==> src/rtl/uart_pkg.sv <==
// rtl/uart_pkg.sv - shared UART Rx/Tx shifter types and constants
package uart_pkg;

  typedef enum logic [2:0] {
    IDLE   = 3'd0,
    START  = 3'd1,
    DATA   = 3'd2,
    PARITY = 3'd3,
    STOP   = 3'd4,
    BREAK  = 3'd5
  } rx_state_t;

  localparam logic [1:0] PARITY_EVEN = 2'd0;
  localparam logic [1:0] PARITY_ODD  = 2'd1;
  localparam logic [1:0] PARITY_NONE = 2'd2;

  localparam int MAX_DATA_BITS = 8;

  // Out-of-range lengths (0, 9..15) fall back to a full byte.
  function automatic logic [3:0] clamp_len(input logic [3:0] len);
    if (len == 4'd0 || len > 4'(MAX_DATA_BITS))
      return 4'(MAX_DATA_BITS);
    return len;
  endfunction

endpackage

==> src/rtl/sync_ff.sv <==
// rtl/sync_ff.sv - multi-flop synchroniser, resets to the idle-high line level
module sync_ff #(
  parameter int STAGES = 2
) (
  input  logic clk,
  input  logic resetn,
  input  logic d,
  output logic q
);

  logic [STAGES-1:0] sync_q;
  logic [STAGES-1:0] sync_d;

  always_comb begin
    sync_d = {sync_q[STAGES-2:0], d};
  end

  always_ff @(posedge clk or negedge resetn) begin
    if (!resetn)
      sync_q <= '1;
    else
      sync_q <= sync_d;
  end

  assign q = sync_q[STAGES-1];

endmodule

==> src/rtl/sipo_shift_reg_rx.sv <==
// rtl/sipo_shift_reg_rx.sv - UART receive oversampling serial-in/parallel-out shifter
module sipo_shift_reg_rx
  import uart_pkg::*;
#(
  parameter int OVERSAMPLE  = 16,
  parameter int SYNC_STAGES = 2
) (
  input  logic       baud_clk,
  input  logic       resetn,
  input  logic       serial_data_in,
  input  logic [3:0] data_length,
  input  logic [1:0] parity_type,
  output logic [7:0] data_out,
  output logic       data_valid,
  output logic       parity_error,
  output logic       framing_error,
  output logic       busy
);

  localparam int CW = $clog2(OVERSAMPLE);
  localparam logic [CW-1:0] CNT_MID_START = CW'(OVERSAMPLE / 2 - 1);
  localparam logic [CW-1:0] CNT_MID_BIT   = CW'(OVERSAMPLE - 1);

  logic rx_s;

  rx_state_t state_q, state_d;
  logic [CW-1:0] cnt_q, cnt_d;
  logic [3:0] bit_cnt_q, bit_cnt_d;
  logic [7:0] shift_q, shift_d;
  logic [3:0] len_q, len_d;
  logic [1:0] ptype_q, ptype_d;
  logic perr_pend_q, perr_pend_d;
  logic [7:0] data_out_q, data_out_d;
  logic data_valid_q, data_valid_d;
  logic parity_error_q, parity_error_d;
  logic framing_error_q, framing_error_d;
  logic mid_bit;
  logic exp_parity;

  sync_ff #(.STAGES(SYNC_STAGES)) u_sync (
    .clk    (baud_clk),
    .resetn (resetn),
    .d      (serial_data_in),
    .q      (rx_s)
  );

  assign mid_bit = (cnt_q == CNT_MID_BIT);
  // The shifter is cleared at frame start, so XOR over all 8 bits is the data parity.
  assign exp_parity = (^shift_q) ^ (ptype_q == PARITY_ODD);

  always_comb begin
    state_d         = state_q;
    cnt_d           = cnt_q + CW'(1);
    bit_cnt_d       = bit_cnt_q;
    shift_d         = shift_q;
    len_d           = len_q;
    ptype_d         = ptype_q;
    perr_pend_d     = perr_pend_q;
    data_out_d      = data_out_q;
    data_valid_d    = 1'b0;
    parity_error_d  = parity_error_q;
    framing_error_d = framing_error_q;

    case (state_q)
      IDLE: begin
        cnt_d = '0;
        if (!rx_s) begin
          state_d = START;
          len_d   = clamp_len(data_length);
          ptype_d = parity_type;
        end
      end
      START: begin
        if (cnt_q == CNT_MID_START) begin
          cnt_d = '0;
          if (!rx_s) begin
            state_d     = DATA;
            bit_cnt_d   = '0;
            shift_d     = '0;
            perr_pend_d = 1'b0;
          end else begin
            state_d = IDLE;
          end
        end
      end
      DATA: begin
        if (mid_bit) begin
          cnt_d     = '0;
          shift_d   = {rx_s, shift_q[7:1]};
          bit_cnt_d = bit_cnt_q + 4'd1;
          if (bit_cnt_q == len_q - 4'd1)
            state_d = (ptype_q == PARITY_NONE) ? STOP : PARITY;
        end
      end
      PARITY: begin
        if (mid_bit) begin
          cnt_d       = '0;
          perr_pend_d = (rx_s != exp_parity);
          state_d     = STOP;
        end
      end
      STOP: begin
        if (mid_bit) begin
          cnt_d           = '0;
          data_out_d      = shift_q >> (4'd8 - len_q);
          parity_error_d  = perr_pend_q;
          framing_error_d = ~rx_s;
          data_valid_d    = 1'b1;
          // Leave at mid stop bit so a back-to-back start edge is not missed.
          state_d         = rx_s ? IDLE : BREAK;
        end
      end
      BREAK: begin
        cnt_d = '0;
        if (rx_s)
          state_d = IDLE;
      end
      default: begin
        cnt_d   = '0;
        state_d = IDLE;
      end
    endcase
  end

  always_ff @(posedge baud_clk or negedge resetn) begin
    if (!resetn) begin
      state_q         <= IDLE;
      cnt_q           <= '0;
      bit_cnt_q       <= '0;
      shift_q         <= '0;
      len_q           <= 4'(MAX_DATA_BITS);
      ptype_q         <= PARITY_EVEN;
      perr_pend_q     <= 1'b0;
      data_out_q      <= '0;
      data_valid_q    <= 1'b0;
      parity_error_q  <= 1'b0;
      framing_error_q <= 1'b0;
    end else begin
      state_q         <= state_d;
      cnt_q           <= cnt_d;
      bit_cnt_q       <= bit_cnt_d;
      shift_q         <= shift_d;
      len_q           <= len_d;
      ptype_q         <= ptype_d;
      perr_pend_q     <= perr_pend_d;
      data_out_q      <= data_out_d;
      data_valid_q    <= data_valid_d;
      parity_error_q  <= parity_error_d;
      framing_error_q <= framing_error_d;
    end
  end

  assign data_out      = data_out_q;
  assign data_valid    = data_valid_q;
  assign parity_error  = parity_error_q;
  assign framing_error = framing_error_q;
  assign busy          = (state_q != IDLE);

endmodule

==> config.mk <==
export PLATFORM = sky130hd
export DESIGN_NAME = sipo_shift_reg_rx
export DESIGN_NICKNAME = d
export VERILOG_FILES = /design/src/rtl/uart_pkg.sv /design/src/rtl/sync_ff.sv /design/src/rtl/sipo_shift_reg_rx.sv
export SDC_FILE = /design/constraint.sdc
export NUM_CORES = 1
export LEC_CHECK = 0
export ABC_AREA = 1
export CAP_MARGIN = 5
export CORE_AREA = 2 2 69 71
export CTS_CLUSTER_SIZE = 30
export DETAILED_ROUTE_END_ITERATION = 10
export DIE_AREA = 0 0 71 73
export GPL_TIMING_DRIVEN = 1
export PLACE_DENSITY = 0.73
export RECOVER_POWER = 50
export SLEW_MARGIN = 20
export SYNTH_ARGS = -nofsm -noshare
export SYNTH_HDL_FRONTEND = slang
export SYNTH_SLANG_ARGS = --single-unit
==> constraint.sdc <==
create_clock -name baud_clk -period 1.49 [get_ports baud_clk]
set_input_delay 0.298 -clock baud_clk [delete_from_list [all_inputs] [get_ports baud_clk]]
set_output_delay 0.298 -clock baud_clk [all_outputs]
set_load 0.005 [all_outputs]
==> results of run 1 <==
==> synth_stat cells (all sizes together) <==
master,number,area share (%)
xnor2,3,1.2
o311ai,1,0.40
dfstp,3,3.6
buf,6,2.2
xor2,6,2.4
nor3,3,0.69
nand2,84,15
ha,4,2.3
dfrtp,36,41
o22ai,8,2.3
o211ai,1,0.35
inv,39,6.7
o21ai,38,9.3
a21oi,3,1.2
nor2,18,3.9
nand3,26,6.5
nor3b,1,0.35
==> logic make-up after synthesis <==
logic type | count (synthesis) | synth area share, %
buffers and inverters | 45 | 8.928
flip-flops | 39 | 45.10
XOR/XNOR | 9 | 3.629
AO/OA/AOI/OAI | 51 | 13.54
adder cells (fa/ha/maj) | 4 | 2.304
AND/OR/NAND/NOR | 132 | 26.50
==> metrics by stage <==
stage	cells	utilization (%)	instance area, um^2
final	385	62.26	2824
after global routing	385	62.26	2824
after CTS	377	59.72	2709
after detailed placement	366	56.11	2545
after global placement	366	56.11	2545
after floorplan	280	-	2195
==> sequential cells by signal, summed over array words and instances (netlist names), 2 cells and up <==
| signal | count |
|---|---|
| data_out | 8 |
| len_q | 4 |
| bit_cnt_q | 4 |
| state_q | 3 |
| cnt_q | 4 |
| shift_q | 8 |
| u_sync.sync_q | 2 |
| ptype_q | 2 |
==> metal layers <==
layer	routed length, um	global-route usage [%]	vias to the layer above
met3	147	4.144	5
met4	46	6.709	0
met1	2094	23.44	906
li1	-	-	1004
met2	2323	32.50	33
met5	0	0	-
==> cell usage in the layout (no fill, tap or decap), drive strengths merged, types with 2 or more instances in the layout <==
| cell | synthesis | layout |
|---|---|---|
| nand2 | 84 | 84 |
| inv | 39 | 39 |
| o21ai | 38 | 38 |
| dfrtp | 36 | 36 |
| buf | 6 | 29 |
| nand3 | 26 | 26 |
| nor2 | 18 | 18 |
| clkdlybuf4s50 | 0 | 17 |
| o22ai | 8 | 8 |
| clkbuf | 0 | 8 |
| xor2 | 6 | 6 |
| ha | 4 | 4 |
| nor3 | 3 | 3 |
| xnor2 | 3 | 3 |
| dfstp | 3 | 3 |
| a21oi | 3 | 3 |
| bufinv | 0 | 2 |
==> layout make-up <==
type / count / share of cell area [%]
inverters: 39 / 5.450
clock inverters: 2 / 2.127
repair buffers: 49 / 14.58
multi-input cells: 196 / 38.19
clock buffers: 6 / 2.570
flip-flops and latches: 39 / 34.69
well taps: 54 / 2.393
==> timing repair <==
action,in CTS,in global routing
pin swaps,7,8
endpoints found under the setup margin,17,28
resized for setup,6,26
buffers inserted,3,8
==> worst reg2reg max path, cell delays in order, from the launching register on <==
cell     delay, ns
dfrtp_1       0.42
inv_6         0.08
ha_4          0.20
nand2_1       0.05
inv_1         0.04
nor2_1        0.09
nand2_1       0.05
nor2_1        0.12
nand3_1       0.09
nand2_2       0.10
nand2_2       0.07
nand2_1       0.07
nand2_1       0.05
==> power by group through the flow <==
stage	sequential, mW	combinational, mW	clock [mW]
after CTS	1.32	1.87	1.07
after global placement	1.33	1.77	0
after global routing	1.34	2.38	1.12
after detailed placement	1.34	1.80	0
final	1.33	2.10	1.05
after floorplan	1.32	1.26	0
==> path summary, 6_finish.rpt <==
path                                       start               end  cells after the start
min in group baud_clk           u_sync.sync_q[0]  u_sync.sync_q[1]                      0
max in group asynchronous                 resetn        ptype_q[0]                      2
worst max-delay path                    len_q[0]        state_q[0]                     12
worst max register to register          len_q[0]        state_q[0]                     12
worst min register to register  u_sync.sync_q[0]  u_sync.sync_q[1]                      0
worst min-delay path                      resetn          cnt_q[0]                      2
==> reports/metrics.yaml, run 1 <==
status:
  status: "finished with violations"
  violations: "setup timing"
worst_setup_path:
  critPathKind: "reg2reg"
  crit_fanout: 4
  cp_cell_sequence: "inv_6 -> ha_4 -> nand2_1 -> inv_1 -> nor2_1 -> nand2_1 -> nor2_1 -> nand3_1 -> nand2_2 -> nand2_2 -> nand2_1 -> nand2_1"
  path_buf_inv: 2
  r2r_slack_ns: -0.05
  slowest_stage: "dfrtp_1"
  critPathTopFamily: "simple AND/OR/NAND/NOR gates"
  crit_path_start_kind: "register"
  worstSetupEndpointType: "register"
  cp_common_cell: "nand2_1"
  cp_data_required_time_ns: 1.68
  critPathArrivalTime_ns: 1.73
  critPathMaxStageDelay_ns: 0.42
synthesis:
  ys_seq_area_share_pct: 45.10
  netlist_area_mm2: 0.002172
  postSynthCellCount: 280
  ys_ff_latch: 39
  ys_types: 27
  postSynthAreaPerCell_um2: 7.757
  ys_warn_count: 0
  syn-num-nets: 293
timing:
  worst_pin_slew_ns: 0.9380
  finalSetupViolations: 4
  finalHoldViolations: 0
  tns_ns: -0.1520
  grt_setup_unrepaired: "true"
  hold_ws_ns: 0.2125
  fin_crit_ns: 1.545
  setup_ws_ns: -0.05479
  maxSlewViolCount: 0
  relSlewSlack_pct: 37.47
  finClkSkew_ns: 0.005320
  fin_crit_sh_pct: 103.7
  fmax_mhz: 647.3
detailed_routing:
  totalWireLength_um: 4613
  drtAntennaViolNets: 0
  drt_iter0_markers: 95
  drc: 0
  viasPerCell: 5.060
  drtPass1Iterations: 4
  wl_per_cell_um: 11.98
  via_count: 1948
power:
  ir_drop_mv: 0.7455
  total_power_mw: 4.478
  power_frac_comb_pct: 46.9
  power.leakage_nw: 1.381
  power_density_mw_per_mm2: 1586
  power.internal_mw: 2.789
  swShare_pct: 37.72
  seqPwrFrac_pct: 29.7
  pwr-share-clk_pct: 23.4
  p_switching_mw: 1.689
floorplanning:
  num_rows: 25
  fp.dieH_um: 73
  core_area_mm2: 0.004536
  die_w_um: 71
  start_util_pct: 47.89
  fp.dieArea_mm2: 0.005183
  ios: 21
place:
  gp_congestion: 0.8419
  portBuffers: 20
  dp_hpwl_um: 3234
  dp_slack_ns: -0.07385
final_layout:
  n_antenna_cell: 0
  nets: 343
  layout-drive-gt1-share_pct: 23.56
  seq_area_um2: 979.7
  syn_to_final_growth_pct: 30.01
  multiInputGateArea_mm2: 0.001079
  fillers: 391
global_route:
  grt_start_max_net_pins: 40
  grtUsageTotal_pct: 18.87
  grt_pass1_wl_um: 7590
  grt_pass1_vias: 1752
  grt_antenna_before_repair: 0
  overflow: 0
cts:
  cts.sinks: 39
  postCtsHoldBufs: 0
  clkLatencyLatePin_ns: 0.29
  htreeDepth: 2
  cts_tree: "done"
  cts_buffer_depth: 2
  cts_root_buf: "clkbuf_8"
  cts_inserted_buffers: 5
  path_clk_slew_ns: 0.08
run:
  maxCapViolations: 0
hold_path:
  hold_path_class: "in2async"
Power figures use the tool's default switching activity.
==> inputs of run 2 (changes only) <==
--- a/config.mk
+++ b/config.mk
@@ -11,6 +11,7 @@
 export CTS_CLUSTER_SIZE = 30
 export DETAILED_ROUTE_END_ITERATION = 10
 export DIE_AREA = 0 0 71 73
+export GPL_ROUTABILITY_DRIVEN = 1
 export GPL_TIMING_DRIVEN = 1
 export PLACE_DENSITY = 0.73
 export RECOVER_POWER = 50
==> results of run 2 <==
No change in the layout: final DEF, timing and power equal those of run 1.
==> RTL edit 1 (settings of run 1) <==
`shift_q` and `data_out_q` no longer have a reset.
--- a/src/rtl/sipo_shift_reg_rx.sv
+++ b/src/rtl/sipo_shift_reg_rx.sv
@@ -127,11 +127,9 @@
       state_q         <= IDLE;
       cnt_q           <= '0;
       bit_cnt_q       <= '0;
-      shift_q         <= '0;
       len_q           <= 4'(MAX_DATA_BITS);
       ptype_q         <= PARITY_EVEN;
       perr_pend_q     <= 1'b0;
-      data_out_q      <= '0;
       data_valid_q    <= 1'b0;
       parity_error_q  <= 1'b0;
       framing_error_q <= 1'b0;
@@ -139,15 +137,18 @@
       state_q         <= state_d;
       cnt_q           <= cnt_d;
       bit_cnt_q       <= bit_cnt_d;
-      shift_q         <= shift_d;
       len_q           <= len_d;
       ptype_q         <= ptype_d;
       perr_pend_q     <= perr_pend_d;
-      data_out_q      <= data_out_d;
       data_valid_q    <= data_valid_d;
       parity_error_q  <= parity_error_d;
       framing_error_q <= framing_error_d;
     end
+  end
+
+  always_ff @(posedge baud_clk) begin
+    shift_q    <= shift_d;
+    data_out_q <= data_out_d;
   end
 
   assign data_out      = data_out_q;
Function: same outputs for any inputs over 10 cycles, from zero or initial values and one cycle with resetn low; that may be too few to reach the edited logic, so the function may still have changed.
==> RTL edit 1 against run 1 <==
The flow still finishes with violations (negative setup slack); sequential share of layout area is 2.0 points higher; fmax fell by 1.7%; largest power group unchanged; area after synthesis increased by 1.1%; count of clock-buffer cells in the layout increased by 1; setup slack worse by 0.026 ns; hold slack improved by 0.15 ns; design area rose by 2.5%; final cell count is 0.26% lower; routed wire length rose by 7.2%; global-route usage grew 1.1 points; power grew 33%; highest routed layer unchanged; largest cell class unchanged; sequential cell count unchanged; combinational power grew 68%.
==> RTL edit 1: results (changes against run 1) <==
Reg2Reg Depth 11 (was 12); Critical-path top delay cell dfrtp_1 (unchanged); final WL 4950 um (was 4610 um); Max Root-Sink Buffers 2 (unchanged); post-synthesis mux area share 0.0103 (was 0); largest net degree at the start of global routing 24 (was 40); Synth Area in XOR/XNOR 0.0319 (was 0.0363); count of final setup violators 15 (was 4); gpl congestion 0.919 (was 0.842); synth unique cells 30 (was 27); Vias/cell 5.11 (was 5.06); peak per-stage delay on the critical path 0.37 ns (was 0.42 ns); post-synthesis async set-or-reset flop share 0.590 (was 1.00); total number of yosys warnings 0 (unchanged); Post-synth EDFFs 16 (was 0); n_diodes 0 (unchanged); Post-CTS Resized 17 (was 6); fraction of layout cells with a size suffix above 1 0.239 (was 0.236); Synth area leaders dfrtp_1 23%, edfxtp_1 22%, nand2_1 15% (was dfrtp_1 41%, nand2_1 14%, o21ai_0 7.1%); Fin Setup TNS -0.961 ns (was -0.152 ns); Synth Flop Type dfrtp_1 (unchanged); Peak VDD IR 0.00132 V (was 0.000746 V); TritonCTS buffer count 5 (unchanged); initial antenna violation count 0 (unchanged); Slew HR 0.611 (was 0.375); Skew-Pair Late Insertion Delay 0.30 ns; hold path depth 0; Syn Nets 290 (was 293); H-tree depth 2 (unchanged); Worst Path Arrival 1.75 ns (was 1.73 ns); worst hold path class reg2reg (was in2async); failing checks negative setup slack (unchanged); # nets final 341 (was 343); status finished, violations left (unchanged); Reg clk slew, reported paths 0.07 ns; top cell family by delay on the critical path simple AND/OR/NAND/NOR gates (unchanged); Post-synth top cells 85 x nand2_1, 33 x inv_1, 29 x nor2_1 (was 79 x nand2_1, 36 x dfrtp_1, 35 x inv_1); Post-Synth Adder-Cell Area 0.0171 (was 0.0230); worst-path maximum fanout 5 (was 4); vias in the first global route 1838 (was 1752); CTS root buf clkbuf_8 (unchanged); final setup margin -0.0808 ns (was -0.0548 ns); # Post-CTS Setup Buffers 5 (was 3); P_leak 1.34 nW (was 1.38 nW); detailed placement HPWL 3480 um (was 3230 um); GRT Overall Usage 0.200 (was 0.189); Final Skew 0.00989 ns (was 0.00532 ns); 1st-iter DRT viols 196 (was 95); register area share after synthesis 0.483 (was 0.451); Pre-Repair DR Iteration Count 4 (unchanged); I/O Buffers 20 (unchanged); first-pass GRT wire length 8070 um (was 7590 um); Compound-Gate Fraction of Synth Area 0.0906 (was 0.135)
RTL edit 1: changes by cell type in the layout (fill, tap and decap cells not counted), sizes merged, moves of 3 or more:
cell    before  now
nor2        18   30
edfxtp       0   16
inv         39   34
nand2       84   89
o22ai        8    0
dfrtp       36   20
o211ai       1    4
o21ai       38   23
RTL edit 1: cell families after synthesis:
family | Yosys count
flip-flops | 39
AO/OA/AOI/OAI | 34
adder cells (fa/ha/maj) | 3
AND/OR/NAND/NOR | 152
buffers and inverters | 40
XOR/XNOR | 8
multiplexers | 2
RTL edit 1: worst register-to-register path, stage by stage (launching register included):
cell     delay [ns]
dfrtp_1        0.37
inv_2          0.06
ha_4           0.30
nor2_2         0.05
nor2_1         0.10
nand2_1        0.06
nor2_2         0.09
nand3_1        0.10
nand2_2        0.12
nand2_2        0.08
nand2_1        0.07
nand2_1        0.06
RTL edit 1: metrics by stage:
stage           util  hold WS (ns)  instance area (sq um)  cells  setup slack (ns)
6_report       0.638         0.360                   2900    384           -0.0808
5_1_grt        0.638         0.369                   2900    384            -0.180
4_1_cts        0.620         0.357                   2810    382           -0.0903
3_5_place_dp   0.581         0.348                   2630    368            -0.109
3_3_place_gp   0.581         0.350                   2630    368           -0.0534
2_1_floorplan      -       0.00241                   2240    278           -0.0223
RTL edit 1: per-layer routing:
| metal | global-route usage | up-vias | part of all wire |
|---|---|---|---|
| met3 | 0.0414 | 12 | 0.044 |
| met4 | 0.0818 | 0 | 0.024 |
| li1 | - | 996 | - |
| met5 | 0 | - | 0 |
| met1 | 0.243 | 912 | 0.43 |
| met2 | 0.348 | 44 | 0.50 |
RTL edit 1: cell type report:
class / instances / area (sq um)
flip-flops and latches: 39 / 1060
fillers: 371 / 1640
repair inverters: 1 / 5.00
clock inverters: 1 / 5.00
inverters: 35 / 138
clock buffers: 7 / 86.3
well taps: 54 / 67.6
multi-input cells: 199 / 1100
repair buffers: 48 / 427
RTL edit 1: worst paths after layout:
check	startpoint	to
worst max-delay path	len_q[0]$_DFFE_PN0P_	state_q[0]$_DFFE_PN0P_
worst min-delay path	u_sync.sync_q[0]$_DFF_PN1_	u_sync.sync_q[1]$_DFF_PN1_
worst max register to register	len_q[0]$_DFFE_PN0P_	state_q[0]$_DFFE_PN0P_
worst min register to register	u_sync.sync_q[0]$_DFF_PN1_	u_sync.sync_q[1]$_DFF_PN1_
max in group asynchronous	resetn	state_q[2]$_DFFE_PN0P_
min in group asynchronous	resetn	perr_pend_q$_DFFE_PN0P_
RTL edit 1: power by group:
group,switching [W],leakage (nW),total (W),internal [W]
Combinational,0.00209,0.843,0.00353,0.00145
Sequential,0.000191,0.446,0.00166,0.00147
Clock,0.000366,0.0482,0.000739,0.000373
==> RTL edit 2 (flow settings as in run 1) <==
Without the edit above. Change the parameter `OVERSAMPLE` from 16 to 8.
--- a/src/rtl/sipo_shift_reg_rx.sv
+++ b/src/rtl/sipo_shift_reg_rx.sv
@@ -2,7 +2,7 @@
 module sipo_shift_reg_rx
   import uart_pkg::*;
 #(
-  parameter int OVERSAMPLE  = 16,
+  parameter int OVERSAMPLE  = 8,
   parameter int SYNC_STAGES = 2
 ) (
   input  logic       baud_clk,
Function: changed (a bounded check fails within 10 cycles, from zero or initial values and one cycle with resetn low).
==> RTL edit 2 against run 1 <==
The run still ends with negative setup slack left; synthesized cell count shrank 2.1%; setup slack lost 0.033 ns; area after synthesis shrank 0.58%; sequential cell count shrank 1; power grew 10%; routed wire length grew 4.4%; critical path depth shrank 2; design area grew 3.5%.
==> RTL edit 2: results (changes against run 1) <==
status finished, violations left (unchanged); failing checks negative setup slack (unchanged); fraction of layout cells with a size suffix above 1 0.267 (was 0.236); detailed placement HPWL 3250 um (was 3230 um); # placed instances 360 (was 366); synth unique cells 28 (was 27); met1 wire length 2110 um (was 2090 um); register area share after synthesis 0.442 (was 0.451); Peak VDD IR 0.000624 V (was 0.000746 V); Gate Count Post-Synth 274 (was 280); P_comb 0.00288 W (was 0.00210 W); met3 wire length 210 um (was 147 um); Post-Synth Adder-Cell Area 0.0406 (was 0.0230); count of final setup violators 5 (was 4); Slew HR 0.687 (was 0.375); peak per-stage delay on the critical path 0.40 ns (was 0.42 ns); # nets final 344 (was 343); Met2 Routed Length 2420 um (was 2320 um); hold_ws 0.358 ns (was 0.212 ns); Worst Path Arrival 1.76 ns (was 1.73 ns); Reg2Reg Depth 10 (was 12); Final Skew 0.00769 ns (was 0.00532 ns); first-pass GRT wire length 7820 um (was 7590 um); Post-synth top cells 82 x nand2_1, 36 x inv_1, 35 x dfrtp_1 (was 79 x nand2_1, 36 x dfrtp_1, 35 x inv_1); Via Count 1981 (was 1948); # hold bufs at CTS 1 (was 0); P_leak 1.38 nW (about the same); net switching power 0.00213 W (was 0.00169 W); vias in the first global route 1777 (was 1752); worst hold path class reg2reg (was in2async); 1st-iter DRT viols 101 (was 95); fillcell total 385 (was 391); Reg-to-Reg Start state_q[1]$_DFFE_PN0P_ (was len_q[0]$_DFFE_PN0P_); final setup margin -0.0878 ns (was -0.0548 ns); non-filler instance count after layout 383 (was 385); met1 usage 0.246 (was 0.234); gpl congestion 0.860 (was 0.842); GRT Overall Usage 0.191 (was 0.189); Compound-Gate Fraction of Synth Area 0.133 (was 0.135)
-- RTL edit 2: cell types whose count changed after synthesis, sizes merged, moves of 3 or more --
cell	before	now
o21ai	38	34
nand3	26	23
ha	4	7
o211ai	1	5
a21oi	3	0
-- RTL edit 2: worst max-delay path by stage --
| stage | depth (start not counted) | from | end | slack [ns] |
|---|---|---|---|---|
| 5_1_grt | 12 | len_q[0]$_DFFE_PN0P_ | state_q[0]$_DFFE_PN0P_ | -0.17 |
| 3_3_place_gp | 6 | cnt_q[0]$_DFF_PN0_ | bit_cnt_q[3]$_DFFE_PN0P_ | -0.05 |
| 2_1_floorplan | 13 | len_q[0]$_DFFE_PN0P_ | state_q[0]$_DFFE_PN0P_ | -0.07 |
| 4_1_cts | 6 | cnt_q[0]$_DFF_PN0_ | shift_q[3]$_DFFE_PN0P_ | -0.02 |
| 6_report | 10 | state_q[1]$_DFFE_PN0P_ | state_q[0]$_DFFE_PN0P_ | -0.09 |
| 3_5_place_dp | 6 | cnt_q[0]$_DFF_PN0_ | bit_cnt_q[3]$_DFFE_PN0P_ | -0.08 |
-- RTL edit 2: area by class of cell --
cell class | count | area share
inverters | 40 | 0.0539
repair buffers | 48 | 0.142
repair inverters | 1 | 0.00214
clock inverters | 1 | 0.00171
clock buffers | 7 | 0.0295
multi-input cells | 194 | 0.421
flip-flops and latches | 38 | 0.327
well taps | 54 | 0.0231
-- RTL edit 2: metrics by stage --
| step | setup slack [ns] | power [W] |
|---|---|---|
| floorplan | -0.0705 | 0.00290 |
| global placement | -0.0479 | 0.00348 |
| detailed placement | -0.0823 | 0.00353 |
| CTS | -0.0197 | 0.00450 |
| global route | -0.174 | 0.00535 |
| finish | -0.0878 | 0.00494 |
